`src/rtl/mem_ctrl_pkg.sv`:
```
// ============================================================================
// mem_ctrl_pkg : shared types and constants for the MEM-stage access control
// Revision     : 1.0
// ============================================================================
`default_nettype none

package mem_ctrl_pkg;

    typedef enum logic [1:0] {
        ST_IDLE   = 2'd0,
        ST_REQ    = 2'd1,
        ST_WAIT_R = 2'd2,
        ST_DONE   = 2'd3
    } state_t;

    localparam logic [4:0] c_op_ldr_imm = 5'b01101;
    localparam logic [4:0] c_op_ldr_lit = 5'b01001;
    localparam logic [4:0] c_op_str_imm = 5'b01100;

    localparam int unsigned c_timeout_cycles_def = 255;

endpackage

`default_nettype wire

```
`src/rtl/mem_op_decode.sv`:
```
// ============================================================================
// mem_op_decode : classifies the MEM-stage instruction as load, store or other
// Revision      : 1.0
// ============================================================================
`default_nettype none

module mem_op_decode
    import mem_ctrl_pkg::*;
(
    input  logic [15:0] i_ir_mem,
    output logic        o_is_load,
    output logic        o_is_store
);

    logic [4:0] w_op;
    logic       w_unused_bits;

    assign w_op          = i_ir_mem[15:11];
    assign w_unused_bits = ^i_ir_mem[10:0];

    assign o_is_load  = (w_op == c_op_ldr_imm) || (w_op == c_op_ldr_lit);
    assign o_is_store = (w_op == c_op_str_imm);

endmodule

`default_nettype wire

```
`src/rtl/mem_access_ctrl.sv`:
```
// ============================================================================
// mem_access_ctrl : MEM-stage data-memory handshake FSM with pipeline stall
//                   Optional abort timer: define MEM_ACCESS_TIMEOUT_EN
// Revision        : 1.0
// ============================================================================
`default_nettype none

module mem_access_ctrl
    import mem_ctrl_pkg::*;
#(
    parameter int unsigned TIMEOUT_CYCLES = c_timeout_cycles_def
) (
    input  logic        clk,
    input  logic        rst,
    input  logic [15:0] i_ir_mem,
    input  logic [31:0] i_addr,
    input  logic [31:0] i_wdata,
    input  logic        i_flush,
    output logic        o_stall,
    output logic        o_dmem_req,
    output logic        o_dmem_we,
    output logic [31:0] o_dmem_addr,
    output logic [31:0] o_dmem_wdata,
    input  logic        i_dmem_gnt,
    input  logic        i_dmem_rvalid,
    input  logic [31:0] i_dmem_rdata,
    output logic [31:0] o_rdata_r,
    output logic        o_done_r
`ifdef MEM_ACCESS_TIMEOUT_EN
    ,
    output logic        o_err_r
`endif
);

    localparam logic [7:0] c_timeout_last = 8'(TIMEOUT_CYCLES - 1);

    state_t      state_q;
    logic        is_load_q;
    logic        req_q;
    logic        we_q;
    logic [31:0] addr_q;
    logic [31:0] wdata_q;
    logic [31:0] rdata_q;
    logic        done_q;

    logic        w_is_load;
    logic        w_is_store;
    logic        w_launch;
    logic        w_timeout_hit;

    mem_op_decode u_decode (
        .i_ir_mem   (i_ir_mem),
        .o_is_load  (w_is_load),
        .o_is_store (w_is_store)
    );

    assign w_launch = (state_q == ST_IDLE) && (w_is_load || w_is_store) && !i_flush;
    assign o_stall  = (state_q == ST_REQ) || (state_q == ST_WAIT_R) || w_launch;

`ifdef MEM_ACCESS_TIMEOUT_EN
    logic [7:0] cnt_q;
    logic       err_q;

    // Expiry only counts when the handshake did not complete this same cycle.
    assign w_timeout_hit = (cnt_q == c_timeout_last) &&
                           (((state_q == ST_REQ)    && !i_dmem_gnt) ||
                            ((state_q == ST_WAIT_R) && !i_dmem_rvalid));

    always_ff @(posedge clk) begin
        if (rst) begin
            cnt_q <= 8'd0;
            err_q <= 1'b0;
        end else begin
            err_q <= w_timeout_hit;
            if ((state_q == ST_REQ) || (state_q == ST_WAIT_R)) begin
                cnt_q <= cnt_q + 8'd1;
            end else begin
                cnt_q <= 8'd0;
            end
        end
    end

    assign o_err_r = err_q;
`else
    logic w_unused_cfg;

    assign w_unused_cfg  = ^c_timeout_last;
    assign w_timeout_hit = 1'b0;
`endif

    always_ff @(posedge clk) begin
        if (rst) begin
            state_q   <= ST_IDLE;
            is_load_q <= 1'b0;
            req_q     <= 1'b0;
            we_q      <= 1'b0;
            addr_q    <= 32'd0;
            wdata_q   <= 32'd0;
            rdata_q   <= 32'd0;
            done_q    <= 1'b0;
        end else begin
            done_q <= 1'b0;
            case (state_q)
                ST_IDLE: begin
                    if (w_launch) begin
                        state_q   <= ST_REQ;
                        is_load_q <= w_is_load;
                        req_q     <= 1'b1;
                        we_q      <= w_is_store;
                        addr_q    <= {i_addr[31:2], 2'b00};
                        wdata_q   <= i_wdata;
                    end
                end
                ST_REQ: begin
                    if (i_dmem_gnt) begin
                        req_q   <= 1'b0;
                        we_q    <= 1'b0;
                        state_q <= is_load_q ? ST_WAIT_R : ST_DONE;
                        done_q  <= !is_load_q;
                    end
                end
                ST_WAIT_R: begin
                    if (i_dmem_rvalid) begin
                        rdata_q <= i_dmem_rdata;
                        state_q <= ST_DONE;
                        done_q  <= 1'b1;
                    end
                end
                ST_DONE: begin
                    state_q <= ST_IDLE;
                end
                default: begin
                    state_q <= ST_IDLE;
                end
            endcase

            // Abort overrides the wait; an aborted load reports zero data.
            if (w_timeout_hit) begin
                state_q <= ST_DONE;
                req_q   <= 1'b0;
                we_q    <= 1'b0;
                done_q  <= 1'b1;
                if (is_load_q) begin
                    rdata_q <= 32'd0;
                end
            end
        end
    end

    assign o_dmem_req   = req_q;
    assign o_dmem_we    = we_q;
    assign o_dmem_addr  = addr_q;
    assign o_dmem_wdata = wdata_q;
    assign o_rdata_r    = rdata_q;
    assign o_done_r     = done_q;

endmodule

`default_nettype wire

```
`config.mk`:
```
export PLATFORM = sky130hd
export DESIGN_NAME = mem_access_ctrl
export DESIGN_NICKNAME = d
export VERILOG_FILES = /design/src/rtl/mem_ctrl_pkg.sv /design/src/rtl/mem_op_decode.sv /design/src/rtl/mem_access_ctrl.sv
export SDC_FILE = /design/constraint.sdc
export NUM_CORES = 1
export LEC_CHECK = 0
export BUFFER_PORTS_ARGS = -buffer_cell sky130_fd_sc_hd__buf_2
export CORE_MARGIN = 10
export CORE_UTILIZATION = 39
export DETAILED_ROUTE_END_ITERATION = 8
export GPL_ROUTABILITY_DRIVEN = 0
export HOLD_SLACK_MARGIN = 0.12
export PLACE_DENSITY = 0.76
export SLEW_MARGIN = 10
export SYNTH_ARGS = -nofsm -noshare
export SYNTH_HDL_FRONTEND = slang
export SYNTH_SLANG_ARGS = --single-unit
```
`constraint.sdc`:
```
create_clock -name clk -period 1.55 [get_ports clk]
set_input_delay 0.0775 -clock clk [delete_from_list [all_inputs] [get_ports clk]]
set_output_delay 0.0775 -clock clk [all_outputs]
set_load 0.03 [all_outputs]
```
==> flow_summary.ini <==
[status]
run_status = completed

[synthesis]
yosys.area.top_type_share_pct = 54.8
ranking_of_synthesized_cells_by_instance_count = nand2_1, dfxtp_1, a21oi_1, clkbuf_1, buf_6
synthesis.area_per_instance_um2 = 7.96
ys.flop_type = dfxtp_1
sequential_cell_area_fraction_in_the_yosys_report_pct = 54.8
synth-seq-cells = 100
synth_enable_flop_cells = 0
synth.lib_cells_used.distinct = 29
synthCells = 459
yosys_warnings = 0
synth.area.top_cells = dfxtp_1, nand2_1, a21oi_1, clkbuf_1, buf_6
post_synth_instance_area_um2 = 3650
synth_top_area_cell = dfxtp_1
async_reset_ff_share_pct = 0
post-synth-top-count-cell = nand2_1

[critical_path]
worstPathCellList = inv_1 -> ha_2 -> nor3b_4 -> buf_4 -> buf_12 -> nand2_1 -> a21oi_1
worstSetupStartpointType = register
worst_path_largest_cell_delay_ps = 350
worstPathMaxFanout = 19
critical_path.slowest_cell = dfxtp_2
endpoint_kind = register
arrival_ps = 1750
cell_family_contributing_the_most_delay_on_the_critical_path = buffers and inverters
critPathKind = reg2reg
cp_num_buf_inv = 3
critical_path_required_ps = 1830

[cells_and_area]
post_route_cells_drive_above_1_share_pct = 32.4
count_of_filler_cells_inserted_in_the_layout = 763
register_area_um2 = 2000
synthToLayoutAreaGrowth_pct = 65.9
total_number_of_nets_in_the_final_design = 873
area_of_the_multi_input_gates_um2 = 1490

[timing]
finalHoldViolCount = 0
period_share_pct = 94.9
final-max-slew-violation-count = 0
worst-slew-pin-transition_ps = 508
layout_min_cycle_time_ps = 1470
slew_headroom_pct = 66.2
layout_setup_ws_ps = 79.3
finalSetupTns_ps = 0
finClkSkew_ps = 10.4
fmax_ghz = 0.680
setup_violations = 0

[die]
floorplan.rows = 35
die-area_um2 = 13600
initial_utilization_pct = 39.7
placeableCoreArea_um2 = 9200
die_width_um = 117
num_io_pins = 217
die_height_um = 117

[power]
p_clk_share_pct = 28.6
static-leakage-power_nw = 2.69
cellPowerDensity_nw_per_um2 = 912
switchingPower_mw = 1.62
power.ir.vdd_worst_uv = 542
switching_part_of_the_total_pct = 29.4
power_report.internal_total_mw = 3.91
p_seq_share_pct = 49.1
p_comb_share_pct = 22.4

[clocking]
clk_path_buf_depth = 2
cts_root_buffer = clkbuf_8
clock_latency_ps = 350
cts_tree = done
cts_made_buffers = 9
worst_setup_hold_path_clk_slew_ps = 100
cts-htree-levels = 3
clkSinkCount = 100

[global_route]
grt_antenna_before_repair = 3
grt_most_used_layer = met2
number_of_global_route_vias_before_repair = 4239
grt_start_max_net_pins = 58
grt_use_met1_pct = 17.9
globalRouteMet3Util_pct = 5.76
grt.overflow.total = 0
grt_pass1_wl_um = 20700
global_route.usage.met2_pct = 34.7
gr-usage-all-layers_pct = 18.9

[routing]
route.detailed.wl_per_inst_um = 16.1
routed_wirelength_um = 14100
drt_iter0_markers = 261
drtPass1Iterations = 4
num_vias = 4222
routed_via_density = 4.84
route.detailed.drc = 0
ant_nets = 0

[flow_run]
max_cap_violations = 0

[placed_design]
dp.final_hpwl_um = 8690
place_worst_setup_slack_ps = -93.8
buffer_ports.inserted = 201

[hold_path]
hold_class = in2reg
-- registers in the layout, summed over array words and instances, names as in the netlist --
signal,flops
o_done_r,1
o_dmem_addr,30
o_rdata_r,32
o_dmem_req,1
o_dmem_wdata,32
o_dmem_we,1
is_load_q,1
state_q,2
-- stage by stage --
step / util (%) / power [mW] / hold WS (ps) / std cells / area (µm²)
4_1_cts: 64.7 / 5.53 / 140 / 864 / 5950
3_5_place_dp: 52.0 / 3.73 / 324 / 751 / 4780
6_report: 65.9 / 5.53 / 177 / 873 / 6060
5_1_grt: 65.9 / 5.79 / 170 / 871 / 6060
2_1_floorplan: - / 3.36 / 214 / 460 / 3660
3_3_place_gp: 52.0 / 3.69 / 318 / 751 / 4780
-- worst paths after layout --
check,start,endpoint,slack [ps],cells past startpoint
max,state_q[1],o_dmem_wdata[7],80,7
min,rst,is_load_q,180,2
max reg2reg,state_q[1],o_dmem_wdata[7],80,7
min reg2reg,o_dmem_addr[15],o_dmem_addr[15],450,2
-- cells in the final DEF, fill, tap and decap left out, types with 2 or more instances in the layout --
| cell type | instances |
|---|---|
| inv_1 | 4 |
| dlygate4sd3_1 | 96 |
| dfxtp_1 | 98 |
| clkbuf_16 | 2 |
| nand2_1 | 192 |
| clkbuf_8 | 11 |
| o21a_1 | 2 |
| buf_4 | 11 |
| dfxtp_2 | 2 |
| ha_1 | 3 |
| a21oi_1 | 95 |
| o21ai_0 | 2 |
| buf_12 | 4 |
| clkinvlp_4 | 2 |
| conb_1 | 2 |
| nor2_1 | 4 |
| buf_2 | 200 |
| diode_2 | 5 |
-- timing repair --
item,4_1_cts,5_1_grt
hold endpoints to repair,95,0
cloned,0,2
hold buffers,96,0
pin swaps,0,1
endpoints found under the setup margin,2,87
setup buffers,1,2
gates resized for setup,3,11
-- layer usage --
layer	share of wire [%]	wire [µm]	up-vias
met3	7.6	1070	47
met5	0	0	-
met1	35	4880	1940
li1	-	-	2067
met2	53	7510	168
met4	4.2	597	0
-- area by class of cell --
class                      count  area share [%]
antenna                        5           0.206
clock buffer                  12            2.56
inverter                       5           0.310
multi-input combinational    321            24.5
tap                          111            2.29
clock inverter                 4           0.537
timing repair buffer         315            36.5
sequential                   100            33.1
-- cells by family (layout without fill, tap and decap cells) --
kind of cell	Yosys count	count (layout)	share of synthesized area, %
flip-flops	100	100	54.8
adder cells (fa/ha/maj)	4	4	1.37
other	1	7	0.103
buffers and inverters	39	336	5.55
AO/OA/AOI/OAI	107	107	15.5
AND/OR/NAND/NOR	208	208	22.7
-- power groups by stage --
stage	Sequential, mW	Clock (mW)	Combinational [mW]
2_1_floorplan	2.91	0	0.449
3_3_place_gp	2.76	0	0.933
3_5_place_dp	2.77	0	0.959
4_1_cts	2.71	1.65	1.16
5_1_grt	2.73	1.72	1.34
6_report	2.71	1.58	1.24
No activity file was read; power rests on OpenSTA's default activity.
